<file path="src/rtl/fifo_host_pkg.sv">
// Shared types and constants for the FIFO host read side.
package fifo_host_pkg;

   typedef enum logic [1:0] {
      IDLE  = 2'd0,
      RUN   = 2'd1,
      DRAIN = 2'd2
   } state_t;

   localparam int SKID_DEPTH = 2;
   localparam int WC_W       = 16;

endpackage

</file>
<file path="src/rtl/fifo_skid_buf.sv">
// Two-entry in-order skid buffer; entry 0 is always the head.
import fifo_host_pkg::*;

module fifo_skid_buf #(
   parameter int DATA_WIDTH = 12
) (
   input  logic                  clk,
   input  logic                  rst,
   input  logic                  i_push,
   input  logic [DATA_WIDTH-1:0] i_data,
   input  logic                  i_pop,
   output logic [1:0]            o_occ,
   output logic [DATA_WIDTH-1:0] o_head,
   output logic                  o_ovf
);

   logic [DATA_WIDTH-1:0] r_mem [SKID_DEPTH];
   logic [1:0]            r_occ;
   logic                  r_ovf;
   logic                  w_pop;

   assign w_pop  = i_pop && (r_occ != 2'd0);
   assign o_occ  = r_occ;
   assign o_head = r_mem[0];
   assign o_ovf  = r_ovf;

   always_ff @(posedge clk) begin
      if (rst) begin
         r_mem[0] <= '0;
         r_mem[1] <= '0;
         r_occ    <= '0;
         r_ovf    <= 1'b0;
      end else begin
         case ({i_push, w_pop})
            2'b10: begin
               if (r_occ < 2'(SKID_DEPTH)) begin
                  r_mem[r_occ[0]] <= i_data;
                  r_occ           <= r_occ + 2'd1;
               end else begin
                  // a word arriving into a full buffer is dropped
                  r_ovf <= 1'b1;
               end
            end
            2'b01: begin
               r_mem[0] <= r_mem[1];
               r_occ    <= r_occ - 2'd1;
            end
            2'b11: begin
               if (r_occ == 2'd1) begin
                  r_mem[0] <= i_data;
               end else begin
                  r_mem[0] <= r_mem[1];
                  r_mem[1] <= i_data;
               end
            end
            default: ;
         endcase
      end
   end

endmodule

</file>
<file path="src/rtl/fifo_drain_ctrl.sv">
// FIFO read-port to valid/ready stream converter with burst framing.
// state | meaning: IDLE no reads | RUN issuing reads | DRAIN flushing buffered/in-flight words
import fifo_host_pkg::*;

module fifo_drain_ctrl #(
   parameter int DATA_WIDTH = 12,
   parameter int BURST_LEN  = 8
) (
   input  logic                  clk,
   input  logic                  rst,
   input  logic                  enable,
   input  logic                  fifo_empty,
   input  logic [DATA_WIDTH-1:0] fifo_read_data,
   input  logic                  fifo_valid,
   output logic                  fifo_read_enable,
   output logic [DATA_WIDTH-1:0] out_data,
   output logic                  out_valid,
   input  logic                  out_ready,
   output logic                  out_last,
   output logic                  busy,
   output logic [WC_W-1:0]       word_count
);

   state_t          r_state;
   logic            r_outst;
   logic [7:0]      r_burst;
   logic [WC_W-1:0] r_word_count;
   logic [1:0]      w_occ;
   logic            w_pop;
   logic            w_ovf;
   logic [2:0]      w_inflight;

   fifo_skid_buf #(
      .DATA_WIDTH(DATA_WIDTH)
   ) u_skid (
      .clk    (clk),
      .rst    (rst),
      .i_push (fifo_valid),
      .i_data (fifo_read_data),
      .i_pop  (w_pop),
      .o_occ  (w_occ),
      .o_head (out_data),
      .o_ovf  (w_ovf)
   );

   assign out_valid  = (w_occ != 2'd0);
   assign w_pop      = out_valid && out_ready;
   // slots that will be taken once everything already requested lands
   assign w_inflight = {1'b0, w_occ} + {2'b00, r_outst} - {2'b00, w_pop};
   assign fifo_read_enable = !rst && (r_state == RUN) && enable && !fifo_empty
                             && (w_inflight < 3'(SKID_DEPTH));
   assign out_last   = out_valid && (r_burst == 8'(BURST_LEN - 1));
   assign busy       = (r_state != IDLE);
   assign word_count = r_word_count;

   always_ff @(posedge clk) begin
      if (rst) begin
         r_state      <= IDLE;
         r_outst      <= 1'b0;
         r_burst      <= '0;
         r_word_count <= '0;
      end else begin
         r_outst <= fifo_read_enable;
         if (w_pop) begin
            r_word_count <= r_word_count + 1'b1;
            r_burst      <= (r_burst == 8'(BURST_LEN - 1)) ? 8'd0 : r_burst + 8'd1;
         end
         case (r_state)
            IDLE:  if (enable) r_state <= RUN;
            RUN: begin
               if (!enable)
                  r_state <= (w_occ != 2'd0 || r_outst) ? DRAIN : IDLE;
            end
            DRAIN: begin
               if (enable)
                  r_state <= RUN;
               else if (w_occ == 2'd0 && !r_outst)
                  r_state <= IDLE;
            end
            default: r_state <= IDLE;
         endcase
      end
   end

   a_no_overflow: assert property (@(posedge clk) disable iff (rst) !w_ovf);

endmodule

</file>
<file path="config.mk">
export PLATFORM = sky130hd
export DESIGN_NAME = fifo_drain_ctrl
export DESIGN_NICKNAME = d
export VERILOG_FILES = /design/src/rtl/fifo_host_pkg.sv /design/src/rtl/fifo_skid_buf.sv /design/src/rtl/fifo_drain_ctrl.sv
export SDC_FILE = /design/constraint.sdc
export NUM_CORES = 1
export LEC_CHECK = 0
export ABC_AREA = 1
export BUFFER_PORTS_ARGS = -buffer_cell sky130_fd_sc_hd__buf_2
export CAP_MARGIN = 15
export CORE_MARGIN = 3
export CORE_UTILIZATION = 51
export DETAILED_ROUTE_END_ITERATION = 8
export PLACE_DENSITY = 0.82
export SYNTH_ARGS = -nofsm -noshare
export SYNTH_HDL_FRONTEND = slang
export SYNTH_HIERARCHICAL = 1
export SYNTH_SLANG_ARGS = --single-unit
</file>
<file path="constraint.sdc">
create_clock -name clk -period 2.4 [get_ports clk]
set_clock_uncertainty 0.1 [all_clocks]
set_input_delay 0.12 -clock clk [delete_from_list [all_inputs] [get_ports clk]]
set_output_delay 0.12 -clock clk [all_outputs]
set_load 0.02 [all_outputs]
</file>
==> flow_summary.json <==
{
  "status": "complete, but fails checks",
  "failed_checks": "negative setup slack",
  "cts.root.buffer_cell": "clkbuf_8",
  "die_y_um": 82.9,
  "clock_latency_ps": 310,
  "worstMarginPinSlew_ps": 587,
  "layout.nets": 476,
  "num_vias": 2720,
  "cp.required_ps": 2180,
  "first_iter_violations": 159,
  "setup_viol": 1,
  "rows": 27,
  "place.gp.congestion": 0.814,
  "yosysWarnings": 6,
  "drc": 0,
  "leakage_nw": 1.64,
  "cpMaxStageDelayCell": "fa_1",
  "final_cell_mix": "nand2_1, inv_1, buf_2",
  "start_util_pct": 53.8,
  "syn_to_final_growth_pct": 15.0,
  "cts_setup_buffers": 0,
  "pre_cts_ws_ps": 156,
  "pin_count": 50,
  "cts_tree": "done",
  "report.final.slew_viol_count": 0,
  "grt_pass1_wl_um": 11700,
  "hold_viol_final": 0,
  "max_freq_mhz": 415,
  "clk_pin_slew_ps": 100,
  "max-slew-margin-rel_pct": 60.8,
  "setup_slack_ps": -7.31,
  "wire_per_inst_um": 12.7,
  "grt-ovfl-total": 0,
  "avgSynthCellArea_um2": 7.58,
  "die_area_um2": 6870,
  "gr-usage-all-layers_pct": 20.1,
  "hp-class": "in2reg",
  "antenna_found_initial": 0,
  "powerDensity_nw_per_um2": 634,
  "grt_pass1_vias": 2684,
  "syn_nets": 422,
  "final_util_pct": 61.8,
  "ir_worst_vdd_mv": 0.361,
  "rsz0062_at_grt": "true",
  "numPortBuffers": 49,
  "die_w_um": 82.9,
  "vias_per_cell": 5.18,
  "start_kind": "flop",
  "slowest_delay_ps": 490,
  "drive_above_1_share_pct": 21.6,
  "criticalPathCategory": "reg2out",
  "core_um2": 5610,
  "end_kind": "primary output",
  "cp_cell_sequence": "nor2_4, nor2_8, ha_4, inv_2, nand2_2, fa_1, nand3_2, nor4_4, buf_4",
  "final_common_cell": "nand2_1",
  "netlist_instances": 398,
  "finalCriticalPeriod_ps": 2410,
  "finalWirelength_um": 6650,
  "ant_nets": 0,
  "total_power_mw": 2.20,
  "crit_fanout": 2,
  "maxCapViolations": 0,
  "syn_area_um2": 3020,
  "cts.path.max_buffers": 2,
  "drt_pass1_iterations": 4,
  "cp.arrival_ps": 2190,
  "n_antenna_cell": 0,
  "grt_max_degree": 25,
  "cts.sink_count": 53,
  "numCtsBuffers": 5,
  "hpwl_um": 4780,
  "htree_levels": 2,
  "timing.final.crit_share_pct": 100
}
[metrics by stage]
stage / area [um2] / hold WS, ps / instances / setup TNS (ps)
final: 3470 / 44.4 / 525 / -7.31
after global routing: 3470 / 41.0 / 525 / -115
after floorplan: 3020 / 89.1 / 398 / 0
after global placement: 3320 / 224 / 515 / 0
after detailed placement: 3320 / 234 / 515 / 0
after CTS: 3460 / 32.3 / 525 / -39.8
[area by class of cell]
| type | count | area (um2) |
|---|---|---|
| Timing Repair Buffer | 59 | 328 |
| Multi-Input combinational cell | 278 | 1450 |
| Clock buffer | 5 | 68.8 |
| Tap cell | 72 | 90.1 |
| Inverter | 55 | 206 |
| Clock inverter | 3 | 17.5 |
| Sequential cell | 53 | 1300 |
| Fill cell | 521 | 2140 |
[critical path: cells and delay by family (launching register included)]
family	cells	cell delay [ps]
and+or+nand+nor	5	610
adders and majority gates	2	690
buffers and inverters	2	230
DFF	1	340
[sequential cells by signal, summed over array words and instances, names as in the netlist]
signal / flops
r_state: 2
r_outst: 1
r_burst: 8
u_skid/r_mem: 24
u_skid/o_occ: 2
word_count: 16
[final timing paths]
check	from	cells past startpoint	to	slack, ps
worst max-delay path	u_skid/o_occ[1]	9	fifo_read_enable	-7
worst min-delay path	fifo_read_data[7]	3	u_skid/r_mem[1][7]	40
worst min register to register	r_burst[2]	2	r_burst[2]	380
worst max register to register	u_skid/o_occ[1]	9	u_skid/r_mem[1][4]	300
[repair_timing]
action	4_1_cts	5_1_grt
hold endpoints to repair	3	0
hold buffers	2	0
gates cloned	0	0
endpoints found under the setup margin	1	1
gates resized for setup	7	2
[report_power, final]
part,internal [mW],total (mW),switching (mW)
clock,0.202,0.503,0.301
sequential,1.05,1.09,0.0368
combinational,0.201,0.608,0.407
[layer usage]
layer / wire, um / global-route usage [%] / up-vias
met3: 476 / 4.17 / 11
li1: - / - / 1378
met2: 3280 / 35.3 / 113
met1: 2770 / 23.9 / 1218
met5: 0 / 0 / -
met4: 124 / 7.88 / 0
Note: power is estimated with default switching activity, not from simulation.
